$ cat src/rtl/zigzag_pkg.sv
// ---------------------------------------------------------------------------
// zigzag_pkg
// Shared definitions for the rail-fence encryptor and decryptor:
//   - state_e        : controller states (COLLECT, EMIT, DONE)
//   - KEY_RAIL2/3    : key values that select the 2- and 3-rail mappings
//   - DEFAULT_TOKEN  : in-band character that starts encryption
// ---------------------------------------------------------------------------
package zigzag_pkg;

  typedef enum logic [1:0] {
    ST_COLLECT = 2'd0,
    ST_EMIT    = 2'd1,
    ST_DONE    = 2'd2
  } state_e;

  localparam int unsigned KEY_RAIL2 = 2;
  localparam int unsigned KEY_RAIL3 = 3;

  localparam logic [7:0] DEFAULT_TOKEN = 8'hFA;

endpackage

$ cat src/rtl/zigzag_encryption_if.sv
// ---------------------------------------------------------------------------
// zigzag_encryption_if
// Character stream bundle between a plaintext source and the encryptor.
//   data_i/valid_i/key : plaintext character, qualifier, rail count
//   busy/data_o/valid_o: ciphertext emission status and output stream
// master = source / sink side, slave = encryptor side.
// ---------------------------------------------------------------------------
interface zigzag_encryption_if #(
  parameter int D_WIDTH   = 8,
  parameter int KEY_WIDTH = 16
);
  logic [D_WIDTH-1:0]   data_i;
  logic                 valid_i;
  logic [KEY_WIDTH-1:0] key;
  logic                 busy;
  logic [D_WIDTH-1:0]   data_o;
  logic                 valid_o;

  modport master (
    output data_i, valid_i, key,
    input  busy, data_o, valid_o
  );

  modport slave (
    input  data_i, valid_i, key,
    output busy, data_o, valid_o
  );
endinterface

$ cat src/rtl/zigzag_index_map.sv
// ---------------------------------------------------------------------------
// zigzag_index_map
// Combinational map from ciphertext position p to plaintext buffer index src
// for a message of n characters.
//   n_i   : message length
//   key_i : rail count (2 or 3 select a zigzag, anything else passes through)
//   p_i   : ciphertext position, 0 .. n-1
//   src_o : plaintext index to read
// ---------------------------------------------------------------------------
module zigzag_index_map
  import zigzag_pkg::*;
#(
  parameter int KEY_WIDTH = 16
) (
  input  logic [KEY_WIDTH-1:0] n_i,
  input  logic [KEY_WIDTH-1:0] key_i,
  input  logic [KEY_WIDTH-1:0] p_i,
  output logic [KEY_WIDTH-1:0] src_o
);

  // Rail sizes. Two rails: even positions then odd positions.
  // Three rails: row 0 holds every 4th char, row 1 every odd char, row 2 the
  // chars at 4k+2.
  logic [KEY_WIDTH-1:0] r2_c0;
  logic [KEY_WIDTH-1:0] r3_c0;
  logic [KEY_WIDTH-1:0] r3_c1;

  assign r2_c0 = (n_i + KEY_WIDTH'(1)) >> 1;
  assign r3_c0 = (n_i + KEY_WIDTH'(3)) >> 2;
  assign r3_c1 = n_i >> 1;

  always_comb begin
    src_o = p_i;
    if (key_i == KEY_WIDTH'(KEY_RAIL2)) begin
      if (p_i < r2_c0) src_o = p_i << 1;
      else             src_o = ((p_i - r2_c0) << 1) + KEY_WIDTH'(1);
    end else if (key_i == KEY_WIDTH'(KEY_RAIL3)) begin
      if (p_i < r3_c0)                src_o = p_i << 2;
      else if (p_i < r3_c0 + r3_c1)   src_o = ((p_i - r3_c0) << 1) + KEY_WIDTH'(1);
      else                            src_o = ((p_i - r3_c0 - r3_c1) << 2) + KEY_WIDTH'(2);
    end
  end

endmodule

$ cat src/rtl/zigzag_encryption.sv
// ---------------------------------------------------------------------------
// zigzag_encryption
// Rail-fence encryptor. Buffers plaintext until the start token arrives,
// then streams the ciphertext one character per clock.
//   clk   : system clock
//   rst_n : synchronous active-low reset
//   bus   : zigzag_encryption_if.slave
//           in : data_i, valid_i, key (sampled on the token cycle)
//           out: busy, data_o, valid_o (data_o is 0 whenever valid_o is 0)
// ---------------------------------------------------------------------------
module zigzag_encryption
  import zigzag_pkg::*;
#(
  parameter int                 D_WIDTH                = 8,
  parameter int                 KEY_WIDTH              = 16,
  parameter int                 MAX_NOF_CHARS          = 50,
  parameter logic [D_WIDTH-1:0] START_ENCRYPTION_TOKEN = D_WIDTH'(DEFAULT_TOKEN)
) (
  input  logic                 clk,
  input  logic                 rst_n,
  zigzag_encryption_if.slave   bus
);

  localparam int AW = (MAX_NOF_CHARS > 1) ? $clog2(MAX_NOF_CHARS) : 1;

  state_e               state_q, state_d;
  logic [KEY_WIDTH-1:0] n_q, n_d;
  logic [KEY_WIDTH-1:0] idx_q, idx_d;
  logic [KEY_WIDTH-1:0] key_q, key_d;
  logic                 busy_q, busy_d;
  logic                 valid_q, valid_d;
  logic [D_WIDTH-1:0]   data_q, data_d;

  logic [D_WIDTH-1:0]   buf_q [MAX_NOF_CHARS];
  logic                 buf_we;
  logic                 buf_clr;
  logic [AW-1:0]        buf_wa;

  logic [KEY_WIDTH-1:0] src;
  logic [AW-1:0]        src_a;

  zigzag_index_map #(.KEY_WIDTH(KEY_WIDTH)) u_map (
    .n_i   (n_q),
    .key_i (key_q),
    .p_i   (idx_q),
    .src_o (src)
  );

  // src < n <= MAX_NOF_CHARS, so only the low AW bits are meaningful.
  assign src_a  = src[AW-1:0];
  assign buf_wa = n_q[AW-1:0];

  logic unused_src_hi;
  assign unused_src_hi = &{1'b0, src};

  always_comb begin
    state_d = state_q;
    n_d     = n_q;
    idx_d   = idx_q;
    key_d   = key_q;
    busy_d  = busy_q;
    valid_d = valid_q;
    data_d  = data_q;
    buf_we  = 1'b0;
    buf_clr = 1'b0;
    case (state_q)
      ST_COLLECT: begin
        if (bus.valid_i) begin
          if (bus.data_i == START_ENCRYPTION_TOKEN) begin
            key_d   = bus.key;
            idx_d   = '0;
            busy_d  = 1'b1;
            state_d = ST_EMIT;
          end else if (n_q < KEY_WIDTH'(MAX_NOF_CHARS)) begin
            buf_we = 1'b1;
            n_d    = n_q + KEY_WIDTH'(1);
          end
        end
      end
      ST_EMIT: begin
        if (idx_q < n_q) begin
          valid_d = 1'b1;
          data_d  = buf_q[src_a];
          idx_d   = idx_q + KEY_WIDTH'(1);
        end else begin
          valid_d = 1'b0;
          data_d  = '0;
          state_d = ST_DONE;
        end
      end
      ST_DONE: begin
        busy_d  = 1'b0;
        n_d     = '0;
        idx_d   = '0;
        buf_clr = 1'b1;
        state_d = ST_COLLECT;
      end
      default: state_d = ST_COLLECT;
    endcase
  end

  always_ff @(posedge clk) begin
    if (!rst_n) begin
      state_q <= ST_COLLECT;
      n_q     <= '0;
      idx_q   <= '0;
      key_q   <= '0;
      busy_q  <= 1'b0;
      valid_q <= 1'b0;
      data_q  <= '0;
    end else begin
      state_q <= state_d;
      n_q     <= n_d;
      idx_q   <= idx_d;
      key_q   <= key_d;
      busy_q  <= busy_d;
      valid_q <= valid_d;
      data_q  <= data_d;
    end
  end

  // Buffer is cleared between messages so a short message never exposes
  // characters left over from a longer one.
  always_ff @(posedge clk) begin
    for (int i = 0; i < MAX_NOF_CHARS; i++) begin
      if (!rst_n || buf_clr)
        buf_q[i] <= '0;
      else if (buf_we && buf_wa == AW'(i))
        buf_q[i] <= bus.data_i;
    end
  end

  assign bus.busy    = busy_q;
  assign bus.valid_o = valid_q;
  assign bus.data_o  = data_q;

endmodule
$ cat src/flat_wrapper.sv
// flat-port wrapper written by rule: the top's interface ports become plain ports
module zigzag_encryption_flat import zigzag_pkg::*;
#(
  parameter int                 D_WIDTH                = 8,
  parameter int                 KEY_WIDTH              = 16,
  parameter int                 MAX_NOF_CHARS          = 50,
  parameter logic [D_WIDTH-1:0] START_ENCRYPTION_TOKEN = D_WIDTH'(DEFAULT_TOKEN)
)
  (clk, rst_n, bus_data_i, bus_valid_i, bus_key, bus_busy, bus_data_o, bus_valid_o);
  zigzag_encryption_if #(.D_WIDTH(D_WIDTH), .KEY_WIDTH(KEY_WIDTH)) bus_i ();
  input  logic clk;
  input  logic rst_n;
  input wire logic [$bits(bus_i.data_i)-1:0] bus_data_i;
  input wire logic [$bits(bus_i.valid_i)-1:0] bus_valid_i;
  input wire logic [$bits(bus_i.key)-1:0] bus_key;
  output wire logic [$bits(bus_i.busy)-1:0] bus_busy;
  output wire logic [$bits(bus_i.data_o)-1:0] bus_data_o;
  output wire logic [$bits(bus_i.valid_o)-1:0] bus_valid_o;
  assign bus_i.data_i = bus_data_i;
  assign bus_i.valid_i = bus_valid_i;
  assign bus_i.key = bus_key;
  assign bus_busy = bus_i.busy;
  assign bus_data_o = bus_i.data_o;
  assign bus_valid_o = bus_i.valid_o;
  zigzag_encryption #(.D_WIDTH(D_WIDTH), .KEY_WIDTH(KEY_WIDTH), .MAX_NOF_CHARS(MAX_NOF_CHARS), .START_ENCRYPTION_TOKEN(START_ENCRYPTION_TOKEN)) u_core (.clk(clk), .rst_n(rst_n), .bus(bus_i));
endmodule
$ cat config.mk
export PLATFORM = sky130hd
export DESIGN_NAME = zigzag_encryption_flat
export DESIGN_NICKNAME = d
export VERILOG_FILES = /design/src/rtl/zigzag_pkg.sv /design/src/rtl/zigzag_encryption_if.sv /design/src/rtl/zigzag_index_map.sv /design/src/rtl/zigzag_encryption.sv /design/src/flat_wrapper.sv
export SDC_FILE = /design/constraint.sdc
export NUM_CORES = 1
export LEC_CHECK = 0
export BUFFER_PORTS_ARGS = -buffer_cell sky130_fd_sc_hd__buf_4
export CORE_MARGIN = 10
export CORE_UTILIZATION = 45
export CTS_CLUSTER_SIZE = 20
export DETAILED_ROUTE_END_ITERATION = 10
export PLACE_DENSITY_LB_ADDON = 0.3
export SKIP_LAST_GASP = 1
export SYNTH_ARGS = -nofsm -noshare
export SYNTH_HDL_FRONTEND = slang
export SYNTH_SLANG_ARGS = --single-unit
export TNS_END_PERCENT = 1
$ cat constraint.sdc
create_clock -name clk -period 6.8 [get_ports clk]
set_clock_uncertainty 0.15 [all_clocks]
set_input_delay 1.02 -clock clk [delete_from_list [all_inputs] [get_ports clk]]
set_output_delay 1.02 -clock clk [all_outputs]
set_load 0.03 [all_outputs]
**Word-level counts from Yosys, hierarchy flattened**

Memory sizes are Yosys's and may differ from the RTL's.
Cells that the tools add are included.

- Register bits: 60
- Bits in writable memories: 400
- Output and inout port bits: 10
- Logic and storage cells: 423
- Memories: 1

Memories:

| memory | depth | bits a word | rd ports | clocked after memory_dff | write ports | line | text |
|---|---|---|---|---|---|---|---|
| u_core.buf_q | 50 | 8 | 1 | 0 | 50 | zigzag_encryption.sv:34 | `logic [D_WIDTH-1:0] buf_q [MAX_NOF_CHARS];` |

- $add $sub $neg: 10
- $lt $le $gt $ge: 5
- Equal/unequal tests: 60
- Muxes and demuxes: 229
- Bitwise logic cells: 50
- Reduce and logical (&&, ||, !) cells: 61

Operator list:

| operator | number |
|---|---|
| two-way mux 8 bit | 51 |
| two-way mux 1 bit | 160 |
| == test 6 bit (second input constant) | 18 |
| == test 6 x 5 -> 1 bit (second input constant) | 16 |
| two-way mux 16 bit | 6 |
| logical AND 1 bit | 50 |
| OR 1 bit | 50 |
| == test 6 x 4 -> 1 bit (second input constant) | 8 |
| case mux 16 bit (3 select lines) | 1 |
| adder 16 x 1 -> 16 bit (second input constant) | 2 |
| == test 16 x 2 -> 1 bit (second input constant) | 2 |
| less-than comparator 16 bit | 2 |
| case mux 16 bit (2 select lines) | 1 |
| two-way mux 6 bit | 5 |
| == test 6 x 3 -> 1 bit (second input constant) | 4 |
| adder 14 x 15 -> 16 bit | 1 |
| adder 16 x 2 -> 16 bit (second input constant) | 1 |
| less-than comparator 16 x 14 -> 1 bit | 1 |
| less-than comparator 16 x 15 -> 1 bit | 1 |
| less-than comparator 16 x 6 -> 1 bit (second input constant) | 1 |
| adder 6 x 1 -> 6 bit (second input constant) | 2 |
| == test 6 x 2 -> 1 bit (second input constant) | 2 |
| subtractor 5 bit | 2 |
| AND reduction 3 bit | 3 |
| other kinds (18) | 25 |

**Depth between registers and ports, before layout**

Gate-level depths: netlist of the first run.

- Depth after elaboration: 10
- Mapped depth: 33
- Gate-level depth less buffers: 28

**Modules after synthesis**

Synthesis of the first run repeated with hierarchy kept, for this count alone.

- Cell total of the unflattened synthesis: 2,207
- Area, all modules: 26,100.0 um^2

Modules (own cells, without submodules):

| module | instances | cells each | area an instance (um^2) | sequential area each (um^2) |
|---|---|---|---|---|
| zigzag_encryption | 1 | 1,626 | 21,966.1 | 13,212.7 |
| zigzag_index_map | 1 | 581 | 4,134.0 | 0.0 |

**Worst setup path before layout of the first run**

OpenSTA, ideal clock, no wires.

- Path type: register to register
- Start: register u_core.n_q[2]
- End: register u_core.data_q[4], in the netlist u_core.bus.data_o[4]
- Setup time: 0.133 ns
- Arrival: 6.101 ns
- Required time: 6.517 ns
- Slack: 0.416 ns
- Cell stages (with the launch flop): 30
- Buffers on the path: 3
- Clock period less this slack: 6.384 ns
- Path through: dfxtp_1 clkbuf_1 o21ai_0 xnor2_1 ha_1 and3b_1 o21ai_0 a21oi_1 o21ai_0 a21boi_0 o211ai_1 a21boi_0 o21ai_0 a21oi_1 o21a_1 or2_2 ha_1 a21oi_1 nor2_1 a2111oi_0 and2_1 buf_2 mux2_2 o2111ai_1 a21o_1 clkbuf_1 a211oi_1 a221o_1 o31ai_1 nand4_1

- Cells in the longest elaborated chain, start to end: 10
- Elaborated cells between the ends (all ways): 20

Ends and longest elaborated chain:

| what | line | text |
|---|---|---|
| start: declaration | zigzag_encryption.sv:27 | `logic [KEY_WIDTH-1:0] n_q, n_d;` |
| start signal: assignment | zigzag_encryption.sv:113 | `n_q <= n_d;` |
| adder 16 x 2 -> 16 bit | zigzag_index_map.sv:29 | `assign r3_c0 = (n_i + KEY_WIDTH'(3)) >> 2;` |
| subtractor 5 bit | zigzag_index_map.sv:40 | `else src_o = ((p_i - r3_c0 - r3_c1) << 2) + KEY_WIDTH'(2);` |
| subtractor 4 bit | zigzag_index_map.sv:40 |  |
| adder 6 x 2 -> 6 bit | zigzag_index_map.sv:40 |  |
| two-way mux 6 bit | zigzag_index_map.sv:39 | `else if (p_i < r3_c0 + r3_c1) src_o = ((p_i - r3_c0) << 1) + KEY_WIDTH'(1);` |
| two-way mux 6 bit | zigzag_index_map.sv:38 | `if (p_i < r3_c0) src_o = p_i << 2;` |
| two-way mux 6 bit | zigzag_index_map.sv:37 | `end else if (key_i == KEY_WIDTH'(KEY_RAIL3)) begin` |
| two-way mux 6 bit | zigzag_index_map.sv:34 | `if (key_i == KEY_WIDTH'(KEY_RAIL2)) begin` |
| memory (50 x 8 bit) | - |  |
| two-way mux 8 bit (*) | zigzag_encryption.sv:81 | `if (idx_q < n_q) begin` |
| end signal: assignment | zigzag_encryption.sv:118 | `data_q <= data_d;` |
| end: declaration | zigzag_encryption.sv:32 | `logic [D_WIDTH-1:0] data_q, data_d;` |

Mark *: on every way between the ends. The rest lies on a longest branch, timed or not.
A chain may end at the register's enable or synchronous reset.

**Final worst setup path of the first run**

- Start: register u_core.n_q[0]
- End: register u_core.data_q[5], in the netlist u_core.bus.data_o[5]

The elaborated chain is that of the path after synthesis.

==> results of run 1 <==
## sequential cells by signal (all words and copies together) (netlist names)
signal	count
u_core.key_q	16
u_core.buf_q	400
u_core.bus.valid_o	1
u_core.state_q	2
u_core.bus.data_o	8
u_core.n_q	16
u_core.idx_q	16
u_core.bus.busy	1
## placed cells by master (no fill, tap or decap), types with 34 or more instances in the layout
cell / synthesis / layout
sky130_fd_sc_hd__nand2_1: 320 / 318
sky130_fd_sc_hd__a211oi_1: 90 / 78
sky130_fd_sc_hd__clkbuf_16: 0 / 56
sky130_fd_sc_hd__and2_1: 409 / 406
sky130_fd_sc_hd__inv_1: 43 / 43
sky130_fd_sc_hd__nand3_1: 37 / 37
sky130_fd_sc_hd__dfxtp_1: 60 / 59
sky130_fd_sc_hd__o21ai_0: 76 / 68
sky130_fd_sc_hd__ha_1: 83 / 83
sky130_fd_sc_hd__nor2_1: 130 / 128
sky130_fd_sc_hd__and3_1: 95 / 94
sky130_fd_sc_hd__a311oi_1: 44 / 35
sky130_fd_sc_hd__buf_4: 1 / 169
sky130_fd_sc_hd__a21oi_1: 37 / 34
sky130_fd_sc_hd__edfxtp_1: 400 / 400
sky130_fd_sc_hd__xnor2_1: 53 / 46
sky130_fd_sc_hd__a31oi_1: 56 / 52
## worst paths after layout
check        slack, ns                from                    to  cells after the start
min               0.32  u_core.bus.valid_o    u_core.bus.valid_o                      2
max               0.23       u_core.n_q[0]  u_core.bus.data_o[5]                     32
min reg2reg       0.32  u_core.bus.valid_o    u_core.bus.valid_o                      2
max reg2reg       0.23       u_core.n_q[0]  u_core.bus.data_o[5]                     32
## logic make-up after synthesis
kind of cell,Yosys count
and+or+nand+nor,1084
adders and majority gates,87
muxes,29
buffers and inverters,195
DFF,460
AOI/OAI and AO/OA,407
xor gates and xnor gates,59
## power by group through the flow
stage	sequential (W)	combinational [W]	clock [W]
2_1_floorplan	0.00329	0.000660	0
3_3_place_gp	0.00331	0.000979	0
3_5_place_dp	0.00331	0.000992	0
4_1_cts	0.00325	0.00101	0.00269
5_1_grt	0.00327	0.00114	0.00280
6_report	0.00326	0.00105	0.00267
## repair_timing
item,4_1_cts,5_1_grt
resized for setup,16,58
pin swaps,0,17
cloned,0,6
setup buffers,2,8
endpoints found under the setup margin,8,8
## metal layers
layer	up-vias	share of wire	global-route usage	wire length (um)
met1	9246	0.41	0.309	31400
met4	0	0.025	0.0697	1900
met5	-	0	0	0
met3	128	0.10	0.0490	7950
li1	8565	-	-	-
met2	990	0.46	0.363	34500
## metrics by stage
stage               setup TNS (ns)  power (W)  worst slack [ns]  area (um^2)
floorplan                        0    0.00395             0.416        24400
global placement             -2.97    0.00429            -0.458        26200
detailed placement           -3.06    0.00430            -0.465        26200
CTS                              0    0.00695            0.0446        27900
global route                -0.598    0.00722           -0.0961        28300
finish                           0    0.00697             0.230        28300
## cell type report
class	count	area, um^2	share of cell area
Sequential cell	460	13200	0.467
Multi-Input combinational cell	1668	10800	0.380
Inverter	45	169	0.00597
Tap cell	696	871	0.0308
Clock buffer	60	1330	0.0470
Clock inverter	32	269	0.00950
Timing Repair Buffer	190	1680	0.0595
## worst max-delay path: cells and delay by family, from the launching register on
kind,cells,cell delay [ns]
AOI/OAI and AO/OA,16,2.94
and+or+nand+nor,7,1.43
buffers and inverters,6,0.91
adders and majority gates,2,0.57
DFF,1,0.31
xor gates and xnor gates,1,0.11
==> flow_metrics.env, run 1 <==
export IMPL_fraction_of_layout_cells_with_a_size_suffix_above_1=0.137
export IMPL_start_util=0.454
export IMPL_first_pass_grt_wire_length_um=112000
export IMPL_cts_buffers=50
export IMPL_max_transition_margin=0.0713
export IMPL_power_internal_w=0.00511
export IMPL_drt_pass1_iter_count=6
export IMPL_gp_congestion=0.947
export IMPL_synth_xor_xnor_area_share=0.0217
export IMPL_number_of_vias_per_cell=6.01
export IMPL_synth_net_count=2435
export IMPL_timing_critical_path_to_type="register"
export IMPL_synth_ff_latch_count=460
export IMPL_utilization=0.526
export IMPL_worst_hold_slack_ns=0.322
export IMPL_synth_top_family_by_area="simple AND/OR/NAND/NOR gates"
export IMPL_synthDistinctLibCells=67
export IMPL_placementRows=85
export IMPL_first_global_vias=18400
export IMPL_floorplan_io_pins=37
export IMPL_yosys_area_share_simple=0.230
export IMPL_run_status="finished clean"
export IMPL_clock_tree_from_tritoncts="done"
export IMPL_cts_sink_count=460
export IMPL_netSwitchingPower_w=0.00187
export IMPL_post_route_period_util=0.966
export IMPL_synth_edf_count=400
export IMPL_cts_hold_buffers=0
export IMPL_final_cells=3151
export IMPL_synthesized_area_fraction_occupied_by_adder_cells=0.0458
export IMPL_cap_violations=0
export IMPL_clk_pin_slew_worst_paths_ns=0.06
export IMPL_worstHoldPathType="reg -> reg"
export IMPL_syn_to_final_growth_pct=16.0
export IMPL_post_route_drc_count=0
export IMPL_grt_start_max_net_pins=52
export IMPL_chipHeight_um=253
export IMPL_n_antenna_cell=0
export IMPL_async_reset_ff_frac=0
export IMPL_yosysTopAreaCell="sky130_fd_sc_hd__edfxtp_1"
export IMPL_die_width_um=253
export IMPL_finalWorstPathRequiredPeriod_ns=6.57
export IMPL_power_frac_seq=0.467
export IMPL_global_route_usage_total=0.229
export IMPL_synth_top_cells_by_count="sky130_fd_sc_hd__and2_1, sky130_fd_sc_hd__edfxtp_1, sky130_fd_sc_hd__nand2_1, sky130_fd_sc_hd__nor2_1, sky130_fd_sc_hd__clkbuf_1"
export IMPL_synth_seq_area_share=0.541
export IMPL_compound_gate_fraction_of_synth_area=0.116
export IMPL_worst_pin_slew_ns=1.38
export IMPL_route_detailed_wl_per_inst_um=24.0
export IMPL_fillCellCount=4688
export IMPL_mean_instance_size_in_the_synthesized_netlist_um2=10.5
export IMPL_synthMuxAreaShare=0.0120
export IMPL_static_leakage_power_nw=10.8
export IMPL_netlist_area_leader_share=0.492
export IMPL_post_synth_instance_area_mm2=0.0244
export IMPL_postSynthCellCount=2321
export IMPL_critPathRequiredTime_ns=7.13
export IMPL_detail_route_antenna_nets=0
export IMPL_dr_first_iter_drc_count=2429
export IMPL_netSwitchingFraction=0.268
export IMPL_crit_top_cell="sky130_fd_sc_hd__buf_4"
export IMPL_ctsLongestPathBuffers=3
export IMPL_grt_setup_unrepaired="yes"
export IMPL_path_max_fanout=9
export IMPL_grt_ovf=0
export IMPL_synth_warnings=0
export IMPL_main_area_contributors_after_synthesis="sky130_fd_sc_hd__edfxtp_1, sky130_fd_sc_hd__and2_1, sky130_fd_sc_hd__dfxtp_1"
export IMPL_layout_nets=2529
export IMPL_clkLatencyLatePin_ns=0.61
export IMPL_yosys_most_used_dff="sky130_fd_sc_hd__edfxtp_1"
export IMPL_worstSetupPathType="reg -> reg"
export IMPL_routed_via_count=18900
export IMPL_power_density_mw_per_mm2=246
export IMPL_design_die_area_mm2=0.0640
export IMPL_fmaxAchievable_mhz=152
export IMPL_worstPathArrival_ns=6.90
export IMPL_cpMaxStageDelayCell="sky130_fd_sc_hd__a311o_2"
export IMPL_place_detailed_instances=3043
export IMPL_portBuffers=36
export IMPL_p_clk_frac=0.383
export IMPL_core_area_mm2=0.0538
export IMPL_cts_htree_levels=2
export IMPL_crit_path_max_incr_delay_ns=0.46
export IMPL_cts_root_buffer_cell="sky130_fd_sc_hd__clkbuf_16"
export IMPL_power_share_combinational=0.150
export IMPL_hpwl_um=50400
export IMPL_routed_wirelength_um=75700
export IMPL_final_setup_viol_count=0
export IMPL_finalMaxSlewViolations=0
export IMPL_final_hold_violation_count=0
export IMPL_worst_ir_drop_vdd_mv=0.240
export IMPL_grt_antenna_before_repair=2
export IMPL_yosys_cell_count_top_type="sky130_fd_sc_hd__and2_1"
export IMPL_worstSetupStartpointType="register"
Note: power is estimated with default switching activity, not from simulation.
==> inputs of run 2 (changes only) <==
--- a/config.mk
+++ b/config.mk
@@ -10,7 +10,8 @@
 export CORE_UTILIZATION = 45
 export CTS_CLUSTER_SIZE = 20
 export DETAILED_ROUTE_END_ITERATION = 10
-export PLACE_DENSITY_LB_ADDON = 0.3
+export PLACE_DENSITY_LB_ADDON = 0.08
+export SETUP_SLACK_MARGIN = 0.5
 export SKIP_LAST_GASP = 1
 export SYNTH_ARGS = -nofsm -noshare
 export SYNTH_HDL_FRONTEND = slang
==> run 2 against run 1 <==
- critical path depth fell by 1
- utilization rose by 0.59 points
- hold slack got worse by 0.0018 ns
- sequential cell count did not move
- fmax rose by 5.6%
- via count fell by 1.4%
- combinational power barely moved
- first-iteration DRC count fell by 33%
- total power rose by 0.25%
- routed wire length rose by 4.2%
- sequential power barely moved
- critical endpoint is now u_core.bus.data_o[0]
- highest routed layer unchanged
==> flow_metrics.env, run 2 (synthesized netlist as in run 1, its figures left out) <==
export IMPL_run_status="finished clean"
export IMPL_netSwitchingPower_w=0.00187
export IMPL_cts_htree_levels=2
export IMPL_p_total_w=0.00699
export IMPL_drt_pass1_iter_count=6
export IMPL_floorplan_io_pins=37
export IMPL_worstSetupStartpointType="register"
export IMPL_finalWorstPathRequiredPeriod_ns=6.22
export IMPL_power_internal_w=0.00513
export IMPL_regArea_mm2=0.0132
export IMPL_static_leakage_power_nw=10.9
export IMPL_portBuffers=36
export IMPL_timing_critical_path_to_type="register"
export IMPL_max_transition_margin=0.0785
export IMPL_gp_congestion=0.908
export IMPL_power_frac_seq=0.467
export IMPL_crit_path_max_incr_delay_ns=0.48
export IMPL_final_cells=3179
export IMPL_routed_wirelength_um=78800
export IMPL_final_setup_viol_count=0
export IMPL_die_width_um=253
export IMPL_worst_r2r_startpoint="u_core.n_q[0]"
export IMPL_fraction_of_layout_cells_with_a_size_suffix_above_1=0.144
export IMPL_first_global_vias=18500
export IMPL_cts_root_buffer_cell="sky130_fd_sc_hd__clkbuf_16"
export IMPL_syn_to_final_growth_pct=17.3
export IMPL_reg2reg_setup_slack_ns=0.58
export IMPL_clk_pin_slew_worst_paths_ns=0.06
export IMPL_netSwitchingFraction=0.267
export IMPL_chipHeight_um=253
export IMPL_regToRegEndpoint="u_core.bus.data_o[0]"
export IMPL_worst_ir_drop_vdd_mv=0.195
export IMPL_dr_first_iter_drc_count=1625
export IMPL_detail_route_antenna_nets=0
export IMPL_worst_pin_slew_ns=1.37
export IMPL_crit_top_cell="sky130_fd_sc_hd__buf_4"
export IMPL_cap_violations=0
export IMPL_grt_antenna_before_repair=2
export IMPL_cpMaxStageDelayCell="sky130_fd_sc_hd__or4_1"
export IMPL_first_pass_grt_wire_length_um=118000
export IMPL_start_util=0.454
export IMPL_commonest_cells_after_routing_fill_and_taps_aside="sky130_fd_sc_hd__and2_1, sky130_fd_sc_hd__edfxtp_1, sky130_fd_sc_hd__nand2_1, sky130_fd_sc_hd__buf_4, sky130_fd_sc_hd__nor2_1"
export IMPL_layout_cells_most_common="sky130_fd_sc_hd__and2_1"
export IMPL_worstSetupPathType="reg -> reg"
export IMPL_post_route_drc_count=0
export IMPL_design_die_area_mm2=0.0640
export IMPL_grt_start_max_net_pins=52
export IMPL_worst_hold_slack_ns=0.320
export IMPL_grt_ovf=0
export IMPL_layout_nets=2554
export IMPL_cts_hold_buffers=0
export IMPL_most_flops_register="u_core.buf_q"
export IMPL_route_detailed_wl_per_inst_um=24.8
export IMPL_ctsLongestPathBuffers=3
export IMPL_final_hold_violation_count=0
export IMPL_worstPathArrival_ns=6.61
export IMPL_routed_via_count=18700
export IMPL_global_route_usage_total=0.245
export IMPL_utilization=0.532
export IMPL_core_area_mm2=0.0538
export IMPL_post_route_period_util=0.915
export IMPL_cts_buffers=52
export IMPL_min_delay_start="u_core.bus.valid_o"
export IMPL_critPathRequiredTime_ns=7.19
export IMPL_hold_path_end="u_core.bus.valid_o"
export IMPL_clock_tree_from_tritoncts="done"
export IMPL_place_detailed_instances=3066
export IMPL_fmaxAchievable_mhz=161
export IMPL_number_of_vias_per_cell=5.87
export IMPL_fillCellCount=4816
export IMPL_path_max_fanout=20
export IMPL_finalMaxSlewViolations=0
export IMPL_worstHoldPathType="reg -> reg"
export IMPL_multi_input_area_mm2=0.0108
export IMPL_flip_flop_count_of_the_largest_register_all_copies_and_words_added=400
export IMPL_hpwl_um=54800
export IMPL_rr_worst_depth=31
export IMPL_p_clk_frac=0.381
export IMPL_power_density_mw_per_mm2=244
export IMPL_power_share_combinational=0.153
export IMPL_grt_setup_unrepaired="yes"
export IMPL_cts_sink_count=460
export IMPL_clkLatencyLatePin_ns=0.61
export IMPL_placementRows=85
export IMPL_timing_hold_worst_path_depth=2
-- run 2: worst max path at each step --
stage                        from                   end  slack (ns)  cells after the start
floorplan           u_core.n_q[1]  u_core.bus.data_o[4]        0.56                     29
global route        u_core.n_q[0]  u_core.bus.data_o[0]        0.28                     31
global placement    u_core.n_q[0]  u_core.bus.data_o[0]       -0.36                     31
detailed placement  u_core.n_q[0]  u_core.bus.data_o[2]       -0.39                     31
CTS                 u_core.n_q[0]  u_core.bus.data_o[0]        0.46                     30
finish              u_core.n_q[0]  u_core.bus.data_o[0]        0.58                     31
-- run 2: metrics by stage --
step	setup TNS, ns	cell area [um^2]	worst slack, ns
after detailed placement	-1.97	26400	-0.393
after global placement	-1.83	26400	-0.359
final	0	28600	0.580
after CTS	0	28400	0.463
after floorplan	0	24400	0.561
after global routing	0	28600	0.283
-- run 2: power groups by stage --
stage | Sequential (W) | Clock [W] | Combinational, W
CTS | 0.00326 | 0.00270 | 0.00105
detailed placement | 0.00332 | 0 | 0.00102
global placement | 0.00332 | 0 | 0.00101
finish | 0.00326 | 0.00266 | 0.00107
floorplan | 0.00329 | 0 | 0.000661
global route | 0.00327 | 0.00281 | 0.00117
-- run 2: critical path, delay by kind of cell, from the launching register on --
family | cells | cell delay (ns)
adders and majority gates | 3 | 0.74
AOI/OAI and AO/OA | 14 | 2.33
buffers and inverters | 5 | 0.74
xor gates and xnor gates | 1 | 0.15
and+or+nand+nor | 8 | 1.71
DFF | 1 | 0.33
-- run 2: cell type report --
type                            count  area share
Timing Repair Buffer              215      0.0687
Sequential cell                   460       0.462
Antenna cell                        1   0.0000874
Tap cell                          696      0.0304
Clock buffer                       67      0.0474
Multi-Input combinational cell   1666       0.378
Inverter                           45     0.00590
Clock inverter                     29     0.00752
-- run 2: timing repair --
action / CTS / global route
buffers inserted: 5 / 8
cloned: 2 / 1
setup endpoints to repair: 8 / 8
pin swaps: 36 / 26
gates resized for setup: 67 / 37
-- run 2: per-layer routing --
layer | routed length, um | GRT usage | vias up
met2 | 35400 | 0.386 | 755
li1 | - | - | 8611
met1 | 34900 | 0.339 | 9156
met5 | 0 | 0 | -
met3 | 5830 | 0.0340 | 149
met4 | 2630 | 0.0893 | 0
